### src/rtl/wide_inv_reg.sv
// Pipelined wide bitwise inverter: d_out = ~d_in delayed by PIPE_STAGES clocks.
// rdy rises once the pipeline has refilled after reset and then stays high.
module wide_inv_reg #(
  parameter int unsigned WIDTH       = 32,
  parameter int unsigned PIPE_STAGES = 2
) (
  input  logic             clock,
  input  logic             rst,
  input  logic [WIDTH-1:0] d_in,
  output logic [WIDTH-1:0] d_out,
  output logic             rdy
);

  localparam int unsigned CNT_W = $clog2(PIPE_STAGES + 1);
  localparam logic [CNT_W-1:0] FULL = CNT_W'(PIPE_STAGES);

  logic [CNT_W-1:0] cnt;
  logic [CNT_W-1:0] cnt_nxt;

  // Fill counter saturates at the pipeline depth.
  always_comb begin
    cnt_nxt = cnt;
    if (cnt != FULL) begin
      cnt_nxt = cnt + CNT_W'(1);
    end
  end

  always_ff @(posedge clock or posedge rst) begin
    if (rst) begin
      cnt <= '0;
      rdy <= 1'b0;
    end else begin
      cnt <= cnt_nxt;
      rdy <= (cnt_nxt == FULL);
    end
  end

  // Inversion sits on entry to the last stage so d_out is purely registered.
  if (PIPE_STAGES == 1) begin : g_single
    always_ff @(posedge clock or posedge rst) begin
      if (rst) begin
        d_out <= '0;
      end else begin
        d_out <= ~d_in;
      end
    end
  end else begin : g_multi
    logic [WIDTH-1:0] stage [PIPE_STAGES-1];

    always_ff @(posedge clock or posedge rst) begin
      if (rst) begin
        for (int i = 0; i < int'(PIPE_STAGES) - 1; i++) begin
          stage[i] <= '0;
        end
        d_out <= '0;
      end else begin
        stage[0] <= d_in;
        for (int i = 1; i < int'(PIPE_STAGES) - 1; i++) begin
          stage[i] <= stage[i-1];
        end
        d_out <= ~stage[PIPE_STAGES-2];
      end
    end
  end

endmodule

### config.mk
export PLATFORM = sky130hd
export DESIGN_NAME = wide_inv_reg
export DESIGN_NICKNAME = d
export VERILOG_FILES = /design/src/rtl/wide_inv_reg.sv
export SDC_FILE = /design/constraint.sdc
export NUM_CORES = 1
export LEC_CHECK = 0
export ABC_AREA = 1
export ABC_CLOCK_PERIOD_IN_PS = 2900
export CAP_MARGIN = 20
export CORE_UTILIZATION = 42
export CTS_CLUSTER_DIAMETER = 100
export DETAILED_ROUTE_END_ITERATION = 12
export GPL_TIMING_DRIVEN = 0
export PLACE_DENSITY = 0.87
export SLEW_MARGIN = 20
export SYNTH_ARGS = -nofsm -noshare
export SYNTH_HDL_FRONTEND = slang
export SYNTH_SLANG_ARGS = --single-unit
### constraint.sdc
create_clock -name clock -period 2.9 [get_ports clock]
set_input_delay 0.58 -clock clock [delete_from_list [all_inputs] [get_ports clock]]
set_output_delay 0.58 -clock clock [all_outputs]
set_load 0.1 [all_outputs]
# Yosys cells after proc, flatten, opt, wreduce, memory -nomap -nowiden
# Cells that the tools add are included.
# Widths: inputs -> output; s select.
# totals
register_bits	67
input_bits	34
wordCells	9
out_inout_bits	33
# op_classes
add_sub_neg	1
n_eq_ne	2
n_mux	1
n_bitwise	1
# ops
operator	n
$not 32->32	1
$add 2x1->2 const B	1
$eq 2x2->1 const B	1
$mux 2	1
$ne 2x2->1 const B	1

# Depth between registers and ports, before layout
# Gate-level depths: netlist of the first run.
# depth
ltp_word	3
ltp_mapped	2
ltp_nobuf	2

# Least setup slack after synthesis of the first run
# OpenSTA, ideal clock, no wires.
# synth_timing
kind	reg-to-output
startpoint	reg cnt[1] (netlist name)
endpoint	out rdy
path_stages_with_launch	1
path_buffers	0
slack_ns	1.423
required_ns	2.320
arrival_time_ns	0.897
cell_sequence	dfrtp_1
# synth_lines
item	line	rtl
end, declared	11	output logic rdy

# Worst setup path after layout of the first run
# layout_timing
startpoint	reg d_out[2]
endpoint	out d_out[2]
# layout_lines
item	line	rtl
start, declared	10	output logic [WIDTH-1:0] d_out,
start signal, assigned	61	d_out <= ~stage[PIPE_STAGES-2];
# No word-level cell between the ends.

==> results of run 1 <==
==> area by class of cell <==
| class | count | area, sq um | share of cell area, % |
|---|---|---|---|
| tap | 50 | 62.6 | 2.28 |
| clock buffer | 15 | 196 | 7.16 |
| multi-input combinational | 1 | 12.5 | 0.456 |
| clock inverter | 1 | 5.00 | 0.182 |
| sequential | 66 | 1650 | 60.2 |
| timing repair buffer | 67 | 681 | 24.8 |
| inverter | 35 | 134 | 4.88 |
==> power by group through the flow <==
| stage | clock network [uW] | registers (uW) | logic (uW) |
|---|---|---|---|
| 3_5_place_dp | 0 | 995 | 294 |
| 4_1_cts | 757 | 978 | 295 |
| 6_report | 733 | 977 | 291 |
| 2_1_floorplan | 0 | 1160 | 20.0 |
| 3_3_place_gp | 0 | 993 | 286 |
| 5_1_grt | 799 | 981 | 305 |
==> registers in the layout (all words and copies together), names as in the netlist <==
signal,cells
g_multi.stage,32
cnt,2
d_out,32
==> synthesized netlist by cell type <==
master and instances:
dfrtp_1 66, ha_1 1, inv_1 35
==> how the worst min path moves through the flow <==
stage	startpoint	cells after the start	end	slack (ps)
finish	g_multi.stage[24]$_DFF_PP0_	1	d_out[24]$_DFF_PP0_	380
global route	g_multi.stage[13]$_DFF_PP0_	1	d_out[13]$_DFF_PP0_	390
CTS	g_multi.stage[24]$_DFF_PP0_	1	d_out[24]$_DFF_PP0_	380
detailed placement	g_multi.stage[30]$_DFF_PP0_	1	d_out[30]$_DFF_PP0_	370
global placement	g_multi.stage[18]$_DFF_PP0_	1	d_out[18]$_DFF_PP0_	370
floorplan	g_multi.stage[0]$_DFF_PP0_	1	d_out[0]$_DFF_PP0_	370
==> cell families (layout without fill, tap and decap cells) <==
| group | Yosys count | count (layout) | share of synthesized area [%] |
|---|---|---|---|
| fa+ha+maj | 1 | 1 | 0.697 |
| flops | 66 | 66 | 92.0 |
| buf+inv | 35 | 118 | 7.32 |
==> stage by stage <==
step                      utilization (%)  area (sq um)
after floorplan                         -          1800
after detailed placement             62.6          2540
final                                67.6          2740
after global placement               62.1          2520
after CTS                            67.6          2740
after global routing                 67.6          2740
==> layer usage <==
layer | GRT usage (%) | vias to the layer above | wire length [um]
li1 | - | 432 | -
met1 | 15.3 | 452 | 969
met2 | 23.0 | 45 | 1450
met3 | 7.94 | 2 | 284
met4 | 10.4 | 0 | 25
met5 | 0 | - | 0
==> cell usage in the layout (no fill, tap or decap) <==
master / instances
clkinv_2: 1
inv_4: 1
clkbuf_8: 14
clkbuf_1: 1
inv_1: 34
dfrtp_1: 66
buf_12: 1
clkdlybuf4s50_1: 66
ha_1: 1
==> metrics.log, run 1 <==
INFO  metric result_of_the_run = complete, no violations
INFO  metric routedWlPerCell = 11.6 um
INFO  metric design.die.area = 4540 sq um
INFO  metric timing.critical_path.to = d_out[2]
INFO  metric antenna_violating_nets_post_route = 0
INFO  metric h_tree_depth = 3
INFO  metric cts.sink_count = 66
INFO  metric leakage_power = 0.00133 uW
INFO  metric fmaxAchievable = 421 MHz
INFO  metric crit_type = flop to output pin
INFO  metric max-cap-violations = 0
INFO  metric p_total = 2000 uW
INFO  metric vdd.ir_drop.worst = 0.462 mV
INFO  metric syn_inst = 102
INFO  metric starting_drc_count_in_detailed_routing = 68
INFO  metric clkTransAtPathRegs = 60 ps
INFO  metric grt_usage = 14.8%
INFO  metric switching_share = 26.4%
INFO  metric number_of_iterations_in_the_first_detailed_routing_pass = 3
INFO  metric synth_cell_types = 3
INFO  metric critPathLaunchType = flop
INFO  metric crit-reg2reg-capture = cnt[1]$_DFF_PP0_
INFO  metric cts-root-to-sink-buffers = 2
INFO  metric holdCritPathClass = flop to flop
INFO  metric finalWorstSetupSlack = 522 ps
INFO  metric globalRoute.totalOverflow = 0
INFO  metric drive_above_1_share = 9.19%
INFO  metric grt_pass1_vias = 978
INFO  metric cts_inserted_buffers = 9
INFO  metric synth.avg_cell_area = 17.6 sq um
INFO  metric timing_hold_violations_final = 0
INFO  metric clock_tree_from_tritoncts = built
INFO  metric setup.reg_to_reg.worst_slack = 2130 ps
INFO  metric die_width = 67.4 um
INFO  metric placeableCoreArea = 4060 sq um
INFO  metric ioPinCount = 67
INFO  metric yosys_register_bits = 66
INFO  metric layout_fillers = 295
INFO  metric power.clock.fraction = 36.6%
INFO  metric critPathBufInv = 1
INFO  metric gp_congestion = 0.612
INFO  metric totalWireLength = 2730 um
INFO  metric setup_total_negative_slack = 0 ps
INFO  metric portion_of_synthesized_cell_area_occupied_by_the_leading_cell_type = 92.0%
INFO  metric rsz_0062_raised_after_global_routing = no
INFO  metric timing_worst_slew_pin_value = 1000 ps
INFO  metric internal_power = 1470 uW
INFO  metric worstRegToRegCells = 2
INFO  metric number_of_antenna_violations_at_the_first_check_in_global_routing = 0
INFO  metric place_worst_setup_slack = 864 ps
INFO  metric worstPathRequired = 2320 ps
INFO  metric layout_min_cycle_time = 2380 ps
INFO  metric starting_density_of_the_core = 44.2%
INFO  metric route.vias.total = 931
INFO  metric net_count_after_synthesis = 137
INFO  metric arrival = 1800 ps
INFO  metric floorplan.rows = 23
INFO  metric regToRegStartpoint = cnt[1]$_DFF_PP0_
INFO  metric drv_slew = 0
INFO  metric power_switching = 528 uW
INFO  metric synth.yosys.seq_area_share = 92.0%
INFO  metric drc_violations = 0
INFO  metric post_detailed_route_via_to_cell_ratio = 3.96
INFO  metric critPathTopFamily = buffers and inverters
INFO  metric synth.largest_area_cell = dfrtp_1
INFO  metric io_buffer_count = 66
INFO  metric grt_start_max_net_pins = 36
INFO  metric share_seq_of_total_power = 48.8%
INFO  metric syn-cell-area = 1800 sq um
INFO  metric area_delta_synth_final = 52.8%
INFO  metric final.setup_skew = 4.05 ps
INFO  metric root_buffer = clkbuf_8
INFO  metric clk-insertion-delay-late = 320 ps
INFO  metric dpl.hpwl = 1920 um
INFO  metric die_h = 67.4 um
INFO  metric timing.critical_path.slowest_stage_cell = clkdlybuf4s50_1
INFO  metric critical_path_cell_count = 1
INFO  metric critical_path_peak_fanout = 1
INFO  metric grt_first_pass_wirelength = 4480 um
INFO  metric postCtsSetupBuffers = 0
INFO  metric setup_viol_count_final = 0
INFO  metric yosys_warnings = 0
INFO  metric ctsHoldBuffers = 0
INFO  metric synth_top_cells_by_area = dfrtp_1 92%, inv_1 7.3%, ha_1 0.70%
INFO  metric cp-startpoint = d_out[2]$_DFF_PP0_
INFO  metric dp.cells = 219
INFO  metric finalHoldWorstSlack = 380 ps
INFO  metric fin_crit_sh = 82.0%
INFO  metric antenna_cells = 0
INFO  metric timing.critical_path.cells = clkdlybuf4s50_1
INFO  metric power_per_cell_area = 730 nW/um^2
INFO  metric layoutNonFillerInstCount = 235
INFO  metric p_comb_share = 14.6%
INFO  metric ctsResizeCount = 0
INFO  metric max_slew_margin = 33.0%
INFO  metric layout.nets = 215
INFO  metric critical_path.endpoint_type = output pin
INFO  metric max_stage_delay = 1150 ps
(Power assumes the default switching activity.)
==> run 2: changes to the inputs <==
- ABC_CLOCK_PERIOD_IN_PS: 2900 -> 2200
- clock period: 2.9 -> 2.2 ns (I/O delays scaled with it)
==> run 2 against run 1 <==
Net effect: global-route usage unchanged; sequential share of layout area increased by 0.92 points; utilization decreased by 1.0 points; first-iteration DRC count unchanged; critical path depth unchanged; highest routed layer unchanged; critical endpoint unchanged.
==> metrics.log, run 2 (same netlist as run 1, synthesis figures left out) <==
INFO  metric result_of_the_run = complete, no violations
INFO  metric postCtsSetupBuffers = 0
INFO  metric critPathBufInv = 1
INFO  metric starting_drc_count_in_detailed_routing = 68
INFO  metric cp-startpoint = d_out[2]$_DFF_PP0_
INFO  metric grt_pass1_vias = 978
INFO  metric clk-insertion-delay-late = 320 ps
INFO  metric cts.sink_count = 66
INFO  metric placeableCoreArea = 4060 sq um
INFO  metric rsz_0062_raised_after_global_routing = no
INFO  metric antenna_cells = 0
INFO  metric io_buffer_count = 66
INFO  metric cts_inserted_buffers = 9
INFO  metric route.vias.total = 932
INFO  metric layout_commonest_cell = dfrtp_1
INFO  metric totalWireLength = 2720 um
INFO  metric power_per_cell_area = 969 nW/um^2
INFO  metric clkTransAtPathRegs = 60 ps
INFO  metric area_delta_synth_final = 50.5%
INFO  metric number_of_iterations_in_the_first_detailed_routing_pass = 3
INFO  metric cts-root-to-sink-buffers = 2
INFO  metric worstPathRequired = 1760 ps
INFO  metric routedWlPerCell = 11.6 um
INFO  metric drc_violations = 0
INFO  metric grt_start_max_net_pins = 36
INFO  metric timing.critical_path.cells = dlygate4sd2_1
INFO  metric gr-usage-met1 = 15.3%
INFO  metric timing_hold_violations_final = 0
INFO  metric h_tree_depth = 3
INFO  metric design.die.area = 4540 sq um
INFO  metric grt.busiest_layer = met2
INFO  metric drive_above_1_share = 9.19%
INFO  metric critical_path_peak_fanout = 1
INFO  metric min-delay-start = g_multi.stage[24]$_DFF_PP0_
INFO  metric layout_min_cycle_time = 1960 ps
INFO  metric vdd.ir_drop.worst = 0.608 mV
INFO  metric mostFrequentLayoutCells = 66 x dfrtp_1, 34 x inv_1, 33 x clkdlybuf4s50_1, 33 x dlygate4sd2_1, 14 x clkbuf_8
INFO  metric fin_crit_sh = 88.9%
INFO  metric layout_fillers = 292
INFO  metric setup_viol_count_final = 0
INFO  metric grt.met2_usage = 23.0%
INFO  metric final_util = 66.6%
INFO  metric max-cap-violations = 0
INFO  metric final.setup_skew = 4.05 ps
INFO  metric arrival = 1520 ps
INFO  metric critical_path.endpoint_type = output pin
INFO  metric regToRegStartpoint = cnt[1]$_DFF_PP0_
INFO  metric antenna_violating_nets_post_route = 0
INFO  metric grt_first_pass_wirelength = 4480 um
INFO  metric die_width = 67.4 um
INFO  metric die_h = 67.4 um
INFO  metric max_slew_margin = 34.1%
INFO  metric root_buffer = clkbuf_8
INFO  metric timing.critical_path.slowest_stage_cell = dlygate4sd2_1
INFO  metric gp_congestion = 0.612
INFO  metric ioPinCount = 67
INFO  metric reg_top3 = d_out (32), g_multi.stage (32), cnt (2)
INFO  metric globalRoute.totalOverflow = 0
INFO  metric setup_total_negative_slack = 0 ps
INFO  metric timing_worst_slew_pin_value = 993 ps
INFO  metric starting_density_of_the_core = 44.2%
INFO  metric floorplan.rows = 23
INFO  metric number_of_antenna_violations_at_the_first_check_in_global_routing = 0
INFO  metric crit_type = flop to output pin
INFO  metric critPathLaunchType = flop
INFO  metric ctsHoldBuffers = 0
INFO  metric post_detailed_route_via_to_cell_ratio = 3.97
INFO  metric ctsResizeCount = 33
INFO  metric clock_tree_from_tritoncts = built
INFO  metric dpl.hpwl = 1920 um
INFO  metric fmaxAchievable = 511 MHz
INFO  metric leakage_power = 0.00138 uW
INFO  metric critPathTopFamily = buffers and inverters
INFO  metric layout.nets = 215
INFO  metric holdCritPathClass = flop to flop
INFO  metric max_stage_delay = 870 ps
INFO  metric use_met3 = 7.94%
INFO  metric drv_slew = 0
INFO  metric grt_usage = 14.8%
INFO  metric setup.reg_to_reg.worst_slack = 1430 ps
## run 2: changes by cell type in the layout (fill, tap and decap cells not counted), sizes merged
cell / delta
clkdlybuf4s50: -33
dlygate4sd2: +33
## run 2: worst paths after layout
kind                                                     to  depth (start not counted)
worst max register to register             cnt[1]$_DFF_PP0_                          2
worst min register to register          d_out[24]$_DFF_PP0_                          1
worst min-delay path                    d_out[24]$_DFF_PP0_                          1
min in group asynchronous       g_multi.stage[12]$_DFF_PP0_                          2
max in group asynchronous               d_out[11]$_DFF_PP0_                          3
worst max-delay path                               d_out[2]                          1
## run 2: per-layer routing
layer,vias up,wire (um)
li1,432,-
met3,2,281
met4,0,25
met2,47,1450
met5,-,0
met1,451,965
## run 2: power by group
group | switching (uW) | internal, uW
clock network | 404 | 563
logic | 277 | 85.6
registers | 14.1 | 1270
total | 696 | 1920
## run 2: per-stage QoR
stage	worst slack (ps)	power (uW)	cell area [sq um]	hold WS (ps)	instances
2_1_floorplan	105	1560	1800	370	102
3_3_place_gp	-773	1690	2520	370	218
3_5_place_dp	304	1700	2540	374	219
4_1_cts	217	2650	2700	380	235
5_1_grt	189	2720	2700	394	235
6_report	244	2620	2700	380	235
## run 2: layout make-up
type | count | area (sq um) | share of cell area, %
multi-input combinational | 1 | 12.5 | 0.463
clock buffer | 15 | 196 | 7.27
inverter | 35 | 134 | 4.96
tap | 50 | 62.6 | 2.32
timing repair buffer | 67 | 639 | 23.7
clock inverter | 1 | 5.00 | 0.185
sequential | 66 | 1650 | 61.1
==> run 3: changes to the inputs <==
- CORE_UTILIZATION: 42 -> 45
- CTS_BUF_LIST: not set -> sky130_fd_sc_hd__clkbuf_2 sky130_fd_sc_hd__clkbuf_4 sky130_fd_sc_hd__clkbuf_8
- PLACE_DENSITY: 0.87 -> 0.91
==> run 3 against run 2 <==
Net effect: register-to-register slack about the same; final cell count down 1.3%; wire length up 4.1%; clock skew up 1.8 ps; design area down 0.56%; utilization up 5.2 points; critical path type unchanged; critical endpoint is now d_out[15].
==> metrics.log, run 3 (same netlist as run 1, synthesis figures left out) <==
INFO  metric result_of_the_run = complete, no violations
INFO  metric timing.critical_path.slowest_stage_cell = dlygate4sd2_1
INFO  metric critical_path_peak_fanout = 1
INFO  metric grt_first_pass_wirelength = 4560 um
INFO  metric starting_density_of_the_core = 48.0%
INFO  metric max-cap-violations = 0
INFO  metric gp_congestion = 0.671
INFO  metric final.setup_skew = 5.86 ps
INFO  metric worstPathRequired = 1760 ps
INFO  metric critPathBufInv = 1
INFO  metric cts-root-to-sink-buffers = 2
INFO  metric antenna_cells = 0
INFO  metric crit_type = flop to output pin
INFO  metric fmaxAchievable = 510 MHz
INFO  metric holdCritPathClass = flop to flop
INFO  metric holdPathStages = 1
INFO  metric layout_min_cycle_time = 1960 ps
INFO  metric critPathLaunchType = flop
INFO  metric worstRegToRegCells = 2
INFO  metric timing_hold_violations_final = 0
INFO  metric setup_viol_count_final = 0
INFO  metric max_stage_delay = 880 ps
INFO  metric floorplan.rows = 22
INFO  metric share_seq_of_total_power = 48.6%
INFO  metric number_of_antenna_violations_at_the_first_check_in_global_routing = 0
INFO  metric totalWireLength = 2840 um
INFO  metric layout_fillers = 261
INFO  metric clock_tree_from_tritoncts = built
INFO  metric h_tree_depth = 3
INFO  metric crit-reg2reg-capture = cnt[1]$_DFF_PP0_
INFO  metric clkTransAtPathRegs = 60 ps
INFO  metric area_delta_synth_final = 49.6%
INFO  metric min-delay-start = g_multi.stage[31]$_DFF_PP0_
INFO  metric p_comb_share = 13.5%
INFO  metric power_per_cell_area = 987 nW/um^2
INFO  metric drv_slew = 0
INFO  metric design.die.area = 4250 sq um
INFO  metric grt_start_max_net_pins = 67
INFO  metric placeableCoreArea = 3740 sq um
INFO  metric route.vias.total = 929
INFO  metric die_width = 65.2 um
INFO  metric setup.reg_to_reg.worst_slack = 1430 ps
INFO  metric layout.nets = 214
INFO  metric setup_total_negative_slack = 0 ps
INFO  metric arrival = 1520 ps
INFO  metric timing_worst_slew_pin_value = 989 ps
INFO  metric p_total = 2650 uW
INFO  metric globalRoute.totalOverflow = 0
INFO  metric dp.cells = 216
INFO  metric min_delay_worst_endpoint = d_out[31]$_DFF_PP0_
INFO  metric root_buffer = clkbuf_8
INFO  metric switching_share = 25.5%
INFO  metric routedWlPerCell = 12.2 um
INFO  metric finalHoldWorstSlack = 383 ps
INFO  metric ioPinCount = 67
INFO  metric cts.sink_count = 66
INFO  metric grt_usage = 16.1%
INFO  metric vdd.ir_drop.worst = 0.572 mV
INFO  metric mostFrequentLayoutCells = 66 x dfrtp_1, 34 x inv_1, 33 x clkdlybuf4s50_1, 33 x dlygate4sd2_1, 11 x clkbuf_8
INFO  metric regToRegStartpoint = cnt[1]$_DFF_PP0_
INFO  metric power.clock.fraction = 37.9%
INFO  metric reg_top3 = d_out (32), g_multi.stage (32), cnt (2)
INFO  metric critical_path.endpoint_type = output pin
INFO  metric layout_commonest_cell = dfrtp_1
INFO  metric io_buffer_count = 66
INFO  metric leakage_power = 0.00137 uW
INFO  metric rsz_0062_raised_after_global_routing = no
INFO  metric power_switching = 675 uW
INFO  metric number_of_iterations_in_the_first_detailed_routing_pass = 3
INFO  metric antenna_violating_nets_post_route = 0
INFO  metric post_detailed_route_via_to_cell_ratio = 4.00
INFO  metric final-seq-area = 1650 sq um
INFO  metric ctsHoldBuffers = 0
INFO  metric layoutNonFillerInstCount = 232
INFO  metric area_taken_by_multi_input_logic_gates = 12.5 sq um
INFO  metric cts_inserted_buffers = 9
INFO  metric clk-insertion-delay-late = 310 ps
INFO  metric max_slew_margin = 34.3%
INFO  metric die_h = 65.2 um
INFO  metric drc_violations = 0
INFO  metric drive_above_1_share = 9.24%
INFO  metric critical_path_cell_count = 1
INFO  metric starting_drc_count_in_detailed_routing = 27
INFO  metric dpl.hpwl = 2030 um
INFO  metric internal_power = 1980 uW
INFO  metric grt_pass1_vias = 1040
INFO  metric critPathTopFamily = buffers and inverters
INFO  metric fin_crit_sh = 89.1%
INFO  metric timing.critical_path.cells = dlygate4sd2_1
run 3: cell types whose count changed in the layout (fill, tap and decap cells not counted):
| cell | before | now |
|---|---|---|
| clkbuf_4 | 0 | 3 |
| clkbuf_8 | 14 | 11 |
| buf_12 | 1 | 0 |
| bufinv_16 | 0 | 1 |
| clkbuf_1 | 1 | 0 |
run 3: cell type report:
type	instances	area share (%)
Clock buffer	14	6.47
Clock inverter	2	1.30
Inverter	35	4.98
Multi-Input combinational cell	1	0.466
Sequential cell	66	61.5
Tap cell	48	2.24
Timing Repair Buffer	66	23.1
run 3: layer usage:
metal / global-route usage (%) / share of wire [%] / up-vias / routed length [um]
li1: - / - / 432 / -
met2: 24.1 / 50 / 52 / 1410
met4: 9.78 / 1.7 / 0 / 48
met3: 10.4 / 12 / 4 / 354
met5: 0 / 0 / - / 0
met1: 16.6 / 36 / 441 / 1020
run 3: worst max-delay path by stage:
stage / startpoint / to
after floorplan: rst / cnt[0]$_DFF_PP0_
after global placement: rst / d_out[1]$_DFF_PP0_
after detailed placement: d_out[15]$_DFF_PP0_ / d_out[15]
after CTS: d_out[15]$_DFF_PP0_ / d_out[15]
after global routing: d_out[15]$_DFF_PP0_ / d_out[15]
final: d_out[15]$_DFF_PP0_ / d_out[15]
run 3: stage by stage:
stage | setup slack [ps] | util (%) | cell area [sq um]
global route | 177 | 71.8 | 2690
floorplan | 105 | - | 1800
detailed placement | 287 | 67.3 | 2520
global placement | -710 | 67.2 | 2520
finish | 239 | 71.8 | 2690
CTS | 199 | 71.8 | 2690
run 3: power groups by stage:
stage / Sequential (uW) / Combinational [uW] / Clock, uW
final: 1290 / 358 / 1010
after detailed placement: 1310 / 384 / 0
after floorplan: 1530 / 26.3 / 0
after global routing: 1290 / 374 / 1100
after global placement: 1310 / 377 / 0
after CTS: 1290 / 363 / 1040
run 3: worst register-to-register path, stage by stage, from the launching register on:
cell	delay (ps)
dfrtp_1	340
inv_1	50
ha_1	270
run 3: timing repair:
item / CTS / global route
endpoints found under the setup margin: 33 / 0
gates resized for setup: 33 / 0
endpoints found under the hold margin: 0 / 0
setup buffers: 0 / 0
